===== src/rtl/mm2s_ram_reader_if.sv =====
// AXI4 read-address / read-data channels plus the AXI-Stream master channel
// of the memory-to-stream reader, bundled so the engine and its environment
// share one definition.
//   master : the read engine (drives AR, RREADY and the stream)
//   slave  : the memory / stream sink side
interface mm2s_ram_reader_if #(
    parameter int ADDR_WIDTH     = 32,
    parameter int AXI_ID_WIDTH   = 6,
    parameter int AXI_DATA_WIDTH = 32
);
    logic [AXI_ID_WIDTH-1:0]   M_AXI_arid;
    logic [ADDR_WIDTH-1:0]     M_AXI_araddr;
    logic [7:0]                M_AXI_arlen;
    logic [2:0]                M_AXI_arsize;
    logic [1:0]                M_AXI_arburst;
    logic [3:0]                M_AXI_arcache;
    logic [2:0]                M_AXI_arprot;
    logic                      M_AXI_aruser;
    logic                      M_AXI_arvalid;
    logic                      M_AXI_arready;
    logic [AXI_DATA_WIDTH-1:0] M_AXI_rdata;
    logic [1:0]                M_AXI_rresp;
    logic                      M_AXI_rlast;
    logic                      M_AXI_rvalid;
    logic                      M_AXI_rready;
    logic [AXI_DATA_WIDTH-1:0] M_AXIS_tdata;
    logic                      M_AXIS_tvalid;
    logic                      M_AXIS_tlast;
    logic                      M_AXIS_tready;

    modport master (
        output M_AXI_arid, M_AXI_araddr, M_AXI_arlen, M_AXI_arsize, M_AXI_arburst,
               M_AXI_arcache, M_AXI_arprot, M_AXI_aruser, M_AXI_arvalid, M_AXI_rready,
               M_AXIS_tdata, M_AXIS_tvalid, M_AXIS_tlast,
        input  M_AXI_arready, M_AXI_rdata, M_AXI_rresp, M_AXI_rlast, M_AXI_rvalid,
               M_AXIS_tready
    );

    modport slave (
        input  M_AXI_arid, M_AXI_araddr, M_AXI_arlen, M_AXI_arsize, M_AXI_arburst,
               M_AXI_arcache, M_AXI_arprot, M_AXI_aruser, M_AXI_arvalid, M_AXI_rready,
               M_AXIS_tdata, M_AXIS_tvalid, M_AXIS_tlast,
        output M_AXI_arready, M_AXI_rdata, M_AXI_rresp, M_AXI_rlast, M_AXI_rvalid,
               M_AXIS_tready
    );
endinterface


===== src/rtl/mm2s_ram_reader.sv =====
// Memory-to-stream read engine. On start it fetches num_bursts fixed-length
// INCR bursts starting at an aligned base address and replays the data in
// order on an AXI-Stream master through an internal first-word-fall-through
// FIFO. AR issue is credit-limited so R data never needs back-pressure.
// Ports:
//   aclk, aresetn  : clock, synchronous active-low reset
//   start          : single-cycle request, honoured only when idle
//   base_addr      : first byte address (low alignment bits ignored)
//   num_bursts     : burst count, sampled with start
//   busy/done/error: status (busy level, done pulse, sticky RRESP error)
//   m              : AR/R master channels and the AXI-Stream master
module mm2s_ram_reader #(
    parameter int ADDR_WIDTH     = 32,
    parameter int AXI_ID_WIDTH   = 6,
    parameter int AXI_DATA_WIDTH = 32,
    parameter int BURST_LEN      = 16,
    parameter int FIFO_DEPTH     = 64
) (
    input  logic                  aclk,
    input  logic                  aresetn,
    input  logic                  start,
    input  logic [ADDR_WIDTH-1:0] base_addr,
    input  logic [15:0]           num_bursts,
    output logic                  busy,
    output logic                  done,
    output logic                  error,
    mm2s_ram_reader_if.master     m
);
    localparam int BEAT_BYTES  = AXI_DATA_WIDTH / 8;
    localparam int BURST_BYTES = BURST_LEN * BEAT_BYTES;
    localparam int ALIGN_LG    = $clog2(BURST_BYTES);
    localparam int FIFO_AW     = $clog2(FIFO_DEPTH);
    localparam int CW          = FIFO_AW + 1;   // holds 0..FIFO_DEPTH
    localparam int SW          = FIFO_AW + 3;   // headroom for the credit sum
    localparam int BEAT_W      = 16 + $clog2(BURST_LEN);
    localparam logic [ADDR_WIDTH-1:0] ALIGN_MASK = {ADDR_WIDTH{1'b1}} << ALIGN_LG;

    typedef enum logic [1:0] {S_IDLE, S_RUN, S_DRAIN} state_t;

    state_t                    r_state;
    logic                      r_busy, r_done, r_error;
    logic                      r_arvalid, r_rready;
    logic [ADDR_WIDTH-1:0]     r_araddr;        // address of the next burst to issue
    logic [15:0]               r_nbursts, r_ar_issued;
    logic [BEAT_W-1:0]         r_total, r_tx_cnt;
    logic [CW-1:0]             r_outst, r_fifo_cnt;
    logic                      r_pipe_vld;
    logic [AXI_DATA_WIDTH-1:0] r_pipe_data;
    logic [FIFO_AW-1:0]        r_wr_ptr, r_rd_ptr;
    logic [AXI_DATA_WIDTH-1:0] r_mem [FIFO_DEPTH];

    logic w_ar_hs, w_r_hs, w_t_hs, w_tvalid, w_last_beat, w_ar_last, w_credit_ok;

    assign w_tvalid    = (r_fifo_cnt != '0);
    assign w_ar_hs     = r_arvalid & m.M_AXI_arready;
    assign w_r_hs      = r_rready & m.M_AXI_rvalid;
    assign w_t_hs      = w_tvalid & m.M_AXIS_tready;
    assign w_last_beat = (r_tx_cnt == r_total - 1'b1);
    assign w_ar_last   = (r_ar_issued == r_nbursts - 16'd1);

    // Room for one more burst. The beat sitting in the R input register and a
    // burst being accepted this cycle are both counted, so the check is safe
    // even when arvalid stays high across consecutive handshakes.
    assign w_credit_ok = (SW'(r_fifo_cnt) + SW'(r_pipe_vld) + SW'(r_outst)
                          + (w_ar_hs ? SW'(BURST_LEN) : SW'(0)) + SW'(BURST_LEN))
                         <= SW'(FIFO_DEPTH);

    assign m.M_AXI_arid    = '0;
    assign m.M_AXI_araddr  = r_araddr;
    assign m.M_AXI_arlen   = 8'(BURST_LEN - 1);
    assign m.M_AXI_arsize  = 3'($clog2(BEAT_BYTES));
    assign m.M_AXI_arburst = 2'b01;
    assign m.M_AXI_arcache = 4'b0011;
    assign m.M_AXI_arprot  = 3'b000;
    assign m.M_AXI_aruser  = 1'b0;
    assign m.M_AXI_arvalid = r_arvalid;
    assign m.M_AXI_rready  = r_rready;
    assign m.M_AXIS_tdata  = r_mem[r_rd_ptr];
    assign m.M_AXIS_tvalid = w_tvalid;
    assign m.M_AXIS_tlast  = w_tvalid & w_last_beat;

    assign busy  = r_busy;
    assign done  = r_done;
    assign error = r_error;

    // FIFO storage; pointers live in the control block so reset flushes it.
    always_ff @(posedge aclk) begin
        if (r_pipe_vld) r_mem[r_wr_ptr] <= r_pipe_data;
    end

    always_ff @(posedge aclk) begin
        if (!aresetn) begin
            r_state     <= S_IDLE;
            r_busy      <= 1'b0;
            r_done      <= 1'b0;
            r_error     <= 1'b0;
            r_arvalid   <= 1'b0;
            r_rready    <= 1'b0;
            r_araddr    <= '0;
            r_nbursts   <= '0;
            r_ar_issued <= '0;
            r_total     <= '0;
            r_tx_cnt    <= '0;
            r_outst     <= '0;
            r_fifo_cnt  <= '0;
            r_pipe_vld  <= 1'b0;
            r_pipe_data <= '0;
            r_wr_ptr    <= '0;
            r_rd_ptr    <= '0;
        end else begin
            r_done   <= 1'b0;
            r_rready <= 1'b1;

            // R beats are registered once before entering the FIFO.
            r_pipe_vld <= w_r_hs;
            if (w_r_hs) r_pipe_data <= m.M_AXI_rdata;
            if (w_r_hs && m.M_AXI_rresp != 2'b00) r_error <= 1'b1;

            if (r_pipe_vld) r_wr_ptr <= r_wr_ptr + 1'b1;
            if (w_t_hs) begin
                r_rd_ptr <= r_rd_ptr + 1'b1;
                r_tx_cnt <= r_tx_cnt + 1'b1;
            end
            r_fifo_cnt <= r_fifo_cnt + CW'(r_pipe_vld) - CW'(w_t_hs);
            r_outst    <= r_outst + (w_ar_hs ? CW'(BURST_LEN) : CW'(0)) - CW'(w_r_hs);

            case (r_state)
                S_IDLE: begin
                    if (start) begin
                        r_error <= 1'b0;
                        if (num_bursts == 16'd0) begin
                            r_done <= 1'b1;
                        end else begin
                            // An empty FIFO always has room for the first burst.
                            r_state     <= S_RUN;
                            r_busy      <= 1'b1;
                            r_nbursts   <= num_bursts;
                            r_total     <= BEAT_W'(num_bursts) * BEAT_W'(BURST_LEN);
                            r_ar_issued <= '0;
                            r_tx_cnt    <= '0;
                            r_araddr    <= base_addr & ALIGN_MASK;
                            r_arvalid   <= 1'b1;
                        end
                    end
                end
                S_RUN: begin
                    if (w_ar_hs) begin
                        r_ar_issued <= r_ar_issued + 16'd1;
                        r_araddr    <= r_araddr + ADDR_WIDTH'(BURST_BYTES);
                        if (w_ar_last) begin
                            r_arvalid <= 1'b0;
                            r_state   <= S_DRAIN;
                        end else begin
                            r_arvalid <= w_credit_ok;
                        end
                    end else if (!r_arvalid) begin
                        r_arvalid <= w_credit_ok;
                    end
                end
                S_DRAIN: begin
                    // The final stream beat implies every R beat has arrived
                    // and the FIFO empties on this edge.
                    if (w_t_hs && w_last_beat) begin
                        r_done  <= 1'b1;
                        r_busy  <= 1'b0;
                        r_state <= S_IDLE;
                    end
                end
                default: r_state <= S_IDLE;
            endcase
        end
    end
endmodule


===== src/flat_wrapper.sv =====
// flat-port wrapper written by rule: the top's interface ports become plain ports
module mm2s_ram_reader_flat 
#(
    parameter int ADDR_WIDTH     = 32,
    parameter int AXI_ID_WIDTH   = 6,
    parameter int AXI_DATA_WIDTH = 32,
    parameter int BURST_LEN      = 16,
    parameter int FIFO_DEPTH     = 64
)
  (aclk, aresetn, start, base_addr, num_bursts, busy, done, error, m_M_AXI_arid, m_M_AXI_araddr, m_M_AXI_arlen, m_M_AXI_arsize, m_M_AXI_arburst, m_M_AXI_arcache, m_M_AXI_arprot, m_M_AXI_aruser, m_M_AXI_arvalid, m_M_AXI_rready, m_M_AXIS_tdata, m_M_AXIS_tvalid, m_M_AXIS_tlast, m_M_AXI_arready, m_M_AXI_rdata, m_M_AXI_rresp, m_M_AXI_rlast, m_M_AXI_rvalid, m_M_AXIS_tready);
  mm2s_ram_reader_if #(.ADDR_WIDTH(ADDR_WIDTH), .AXI_ID_WIDTH(AXI_ID_WIDTH), .AXI_DATA_WIDTH(AXI_DATA_WIDTH)) m_i ();
  input  logic aclk;
  input  logic aresetn;
  input  logic start;
  input  logic [ADDR_WIDTH-1:0] base_addr;
  input  logic [15:0] num_bursts;
  output logic busy;
  output logic done;
  output logic error;
  output wire logic [$bits(m_i.M_AXI_arid)-1:0] m_M_AXI_arid;
  output wire logic [$bits(m_i.M_AXI_araddr)-1:0] m_M_AXI_araddr;
  output wire logic [$bits(m_i.M_AXI_arlen)-1:0] m_M_AXI_arlen;
  output wire logic [$bits(m_i.M_AXI_arsize)-1:0] m_M_AXI_arsize;
  output wire logic [$bits(m_i.M_AXI_arburst)-1:0] m_M_AXI_arburst;
  output wire logic [$bits(m_i.M_AXI_arcache)-1:0] m_M_AXI_arcache;
  output wire logic [$bits(m_i.M_AXI_arprot)-1:0] m_M_AXI_arprot;
  output wire logic [$bits(m_i.M_AXI_aruser)-1:0] m_M_AXI_aruser;
  output wire logic [$bits(m_i.M_AXI_arvalid)-1:0] m_M_AXI_arvalid;
  output wire logic [$bits(m_i.M_AXI_rready)-1:0] m_M_AXI_rready;
  output wire logic [$bits(m_i.M_AXIS_tdata)-1:0] m_M_AXIS_tdata;
  output wire logic [$bits(m_i.M_AXIS_tvalid)-1:0] m_M_AXIS_tvalid;
  output wire logic [$bits(m_i.M_AXIS_tlast)-1:0] m_M_AXIS_tlast;
  input wire logic [$bits(m_i.M_AXI_arready)-1:0] m_M_AXI_arready;
  input wire logic [$bits(m_i.M_AXI_rdata)-1:0] m_M_AXI_rdata;
  input wire logic [$bits(m_i.M_AXI_rresp)-1:0] m_M_AXI_rresp;
  input wire logic [$bits(m_i.M_AXI_rlast)-1:0] m_M_AXI_rlast;
  input wire logic [$bits(m_i.M_AXI_rvalid)-1:0] m_M_AXI_rvalid;
  input wire logic [$bits(m_i.M_AXIS_tready)-1:0] m_M_AXIS_tready;
  assign m_M_AXI_arid = m_i.M_AXI_arid;
  assign m_M_AXI_araddr = m_i.M_AXI_araddr;
  assign m_M_AXI_arlen = m_i.M_AXI_arlen;
  assign m_M_AXI_arsize = m_i.M_AXI_arsize;
  assign m_M_AXI_arburst = m_i.M_AXI_arburst;
  assign m_M_AXI_arcache = m_i.M_AXI_arcache;
  assign m_M_AXI_arprot = m_i.M_AXI_arprot;
  assign m_M_AXI_aruser = m_i.M_AXI_aruser;
  assign m_M_AXI_arvalid = m_i.M_AXI_arvalid;
  assign m_M_AXI_rready = m_i.M_AXI_rready;
  assign m_M_AXIS_tdata = m_i.M_AXIS_tdata;
  assign m_M_AXIS_tvalid = m_i.M_AXIS_tvalid;
  assign m_M_AXIS_tlast = m_i.M_AXIS_tlast;
  assign m_i.M_AXI_arready = m_M_AXI_arready;
  assign m_i.M_AXI_rdata = m_M_AXI_rdata;
  assign m_i.M_AXI_rresp = m_M_AXI_rresp;
  assign m_i.M_AXI_rlast = m_M_AXI_rlast;
  assign m_i.M_AXI_rvalid = m_M_AXI_rvalid;
  assign m_i.M_AXIS_tready = m_M_AXIS_tready;
  mm2s_ram_reader #(.ADDR_WIDTH(ADDR_WIDTH), .AXI_ID_WIDTH(AXI_ID_WIDTH), .AXI_DATA_WIDTH(AXI_DATA_WIDTH), .BURST_LEN(BURST_LEN), .FIFO_DEPTH(FIFO_DEPTH)) u_core (.aclk(aclk), .aresetn(aresetn), .start(start), .base_addr(base_addr), .num_bursts(num_bursts), .busy(busy), .done(done), .error(error), .m(m_i));
endmodule

===== config.mk =====
export PLATFORM = sky130hd
export DESIGN_NAME = mm2s_ram_reader_flat
export DESIGN_NICKNAME = d
export VERILOG_FILES = /design/src/rtl/mm2s_ram_reader_if.sv /design/src/rtl/mm2s_ram_reader.sv /design/src/flat_wrapper.sv
export SDC_FILE = /design/constraint.sdc
export NUM_CORES = 2
export LEC_CHECK = 0
export ABC_AREA = 1
export CELL_PAD_IN_SITES_DETAIL_PLACEMENT = 1
export CELL_PAD_IN_SITES_GLOBAL_PLACEMENT = 2
export CORE_MARGIN = 5
export CORE_UTILIZATION = 45
export CTS_CLUSTER_DIAMETER = 30
export DETAILED_ROUTE_END_ITERATION = 12
export PLACE_DENSITY = 0.87
export SLEW_MARGIN = 15
export SYNTH_ARGS = -nofsm -noshare
export SYNTH_HDL_FRONTEND = slang
export SYNTH_SLANG_ARGS = --single-unit

===== constraint.sdc =====
create_clock -name aclk -period 7.5 [get_ports aclk]
set_input_delay 1.125 -clock aclk [delete_from_list [all_inputs] [get_ports aclk]]
set_output_delay 1.125 -clock aclk [all_outputs]
set_load 0.05 [all_outputs]

==> metrics.md <==
| Metric | Value |
|---|---|
| Final hold vios | 0 |
| Max Cap Violations | 0 |
| Status | finished clean |
| CTS root buf | clkbuf_16 |
| Synth area leader | edfxtp_1 |
| Final hold slack | 0.458 ns |
| GRT Overall Usage | 0.297 |
| Drc violations | 0 |
| Initial Util | 0.452 |
| Critical path class | register to output pin |
| Remaining antenna violation count after routing | 0 |
| Worst hold path type | register to register |
| Max FO, Critical Path | 112 |
| Most numerous cell in the Yosys netlist | edfxtp_1 |
| Most common library cells after synthesis | edfxtp_1, nor2_1, o21ai_0 |
| GP Congestion | 0.807 |
| Startpoint Class | register |
| Layout cells sized above 1 | 0.128 |
| FF-to-FF Start | u_core.r_fifo_cnt[3]$_SDFF_PN0_ |
| Rows | 163 |
| Fin crit share | 0.917 |
| Worst Setup End Kind | output pin |
| Hold Startpoint | u_core.error$_SDFF_PN0_ |
| Async S/R FF share, synth | 0 |
| Unrepaired setup endpoints after global routing | no |
| Worst path required time | 6.38 ns |
| Wirelength per Cell | 29.8 um |
| Pwr Density | 364 nW/um2 |
| Vias per cell | 6.22 |
| Die area | 207000 um2 |
| Die span in x | 455 um |
| Syn avg cell area | 12.3 um2 |
| First-pass GRT wire length | 457 mm |
| Setup TNS Final | 0 ns |
| Fmax | 0.145 GHz |
| Prevailing post-synth register cell | edfxtp_1 |
| 1st-pass router iterations | 6 |
| Synth top area cells | edfxtp_1, o21ai_0, nor2_1 |
| Final Non-Filler Cells | 10600 |
| Sequential area share after synthesis | 0.724 |
| Die height | 455 um |
| Worst-Margin Slew | 1.30 ns |
| Post-CTS Resized | 0 |
| Vias in the first global route | 69500 |
| Clock Sinks | 2198 |
| Synth warn | 0 |
| Post-synth top area share | 0.691 |
| Top-Level Pins | 187 |
| Synthesized area | 89000 um2 |
| Leakage Power | 37.3 nW |
| CTS tree | yes |
| Port-buffer cells | 146 |
| Synth Register Bits | 2198 |
| DP Wirelength | 156 mm |
| Hold buffer count at CTS | 0 |
| Slew Limit Fails | 0 |
| Overflow after GRT | 0 |
| Antenna violations before repair | 14 |
| Placed cell count | 9723 |
| Layout Nets | 7678 |
| Netlist cell types | 58 |
| Longest Clk Path Bufs | 4 |
| Max IR drop VDD | 214 uV |
| Setup Skew | 0.0722 ns |
| Core area | 197000 um2 |
| Cell count after synthesis | 7261 |
| EDFF count, synth | 2048 |
| CTS Buf Count | 452 |
| Initial DRC count | 7826 |
| Fillers | 19500 |
| Post-layout util | 0.551 |
| Area grow syn2layout | 21.9% |
| Via count | 65600 |
| CTS H-tree lvls | 5 |
| Largest net degree at the start of global routing | 192 |
| Clk Latency, worst-skew pair | 0.99 ns |
| Final min period | 6.87 ns |
| Slew headroom | 0.132 |
| Routed wire length | 315 mm |
| Reg clk slew, reported paths | 0.04 ns |
| Post-CTS Setup Inserts | 0 |
| CP arrival | 5.75 ns |
| Final setup vio count | 0 |
per-stage QoR:
step / total power, W / area [um2] / setup slack, ns
global placement: 0.0191 / 93300 / 1.92
floorplan: 0.0176 / 89200 / 4.09
finish: 0.0395 / 109000 / 0.626
CTS: 0.0395 / 108000 / 0.593
detailed placement: 0.0193 / 93300 / 1.67
global route: 0.0407 / 108000 / 0.504
cells in the final DEF, fill, tap and decap left out, drive strengths merged, types with 13 or more instances in the layout:
master / instances
clkinvlp: 41
a21oi: 129
nor3: 35
dfxtp: 150
nand3: 117
o22ai: 633
conb: 33
clkinv: 179
nand2: 362
or2: 13
o21ai: 1383
nor2: 1560
xor2: 30
inv: 170
bufinv: 69
edfxtp: 2048
clkdlybuf4s50: 145
buf: 158
ha: 48
clkbuf: 524
nand4: 16
sequential cells by signal, summed over array words and instances (netlist names), 2 cells and up, named ones only:
signal                 cells
u_core.r_mem            2048
u_core.r_pipe_data        32
u_core.m.M_AXI_araddr     26
u_core.r_tx_cnt           20
u_core.r_ar_issued        16
u_core.r_nbursts          16
u_core.r_fifo_cnt          7
u_core.r_outst             7
u_core.r_rd_ptr            6
u_core.r_wr_ptr            6
u_core.r_state             2
cell type report:
cell class              count  area, um2  area share
flip-flops and latches   2198      64600       0.595
multi-input cells        4423      21900       0.202
well taps                2640       3300      0.0304
clock buffers             524      11800       0.109
diodes                      6       15.0    0.000138
repair buffers            303       2870      0.0265
clock inverters           300       3440      0.0317
inverters                 159        633     0.00583
report_power, final:
part	total (W)	switching [W]	internal, W
registers	0.0137	0.000177	0.0136
logic	0.00562	0.00404	0.00158
clock network	0.0201	0.00661	0.0135
total	0.0395	0.0108	0.0286
layer usage:
| layer | GRT usage | share of wire | routed length, um |
|---|---|---|---|
| met2 | 0.490 | 0.48 | 150000 |
| met1 | 0.366 | 0.37 | 116000 |
| met3 | 0.0631 | 0.094 | 29700 |
| met4 | 0.167 | 0.061 | 19100 |
| met5 | 0 | 0.00028 | 89 |
cell families (layout without fill, tap and decap cells):
family                   count (synthesis)  after routing  share of synthesized area
flip-flops                            2198           2198                      0.724
AO/OA/AOI/OAI                         2190           2190                      0.133
AND/OR/NAND/NOR                       2110           2110                     0.0941
buffers and inverters                  671           1286                     0.0365
adder cells (fa/ha/maj)                 52             52                    0.00764
XOR/XNOR                                38             38                    0.00391
other                                    2             39                  0.0000843
critical path, cell delays in order, from the launching register on:
cell	delay, ns
dfxtp_4	0.85
buf_12	0.47
buf_4	0.69
o21ai_0	0.23
o22ai_1	0.22
o21ai_1	0.08
o22ai_1	0.48
nor2_1	0.14
o22ai_1	0.54
clkdlybuf4s50_1	0.95
worst paths after layout:
check             slack, ns  depth (start not counted)                               to
setup / recovery       0.63                          9                m_M_AXIS_tdata[7]
hold / removal         0.46                          2          u_core.error$_SDFF_PN0_
setup reg to reg       3.90                         17  u_core.r_fifo_cnt[6]$_SDFF_PN0_
hold reg to reg        0.46                          2          u_core.error$_SDFF_PN0_
Note: power is estimated with default switching activity, not from simulation.
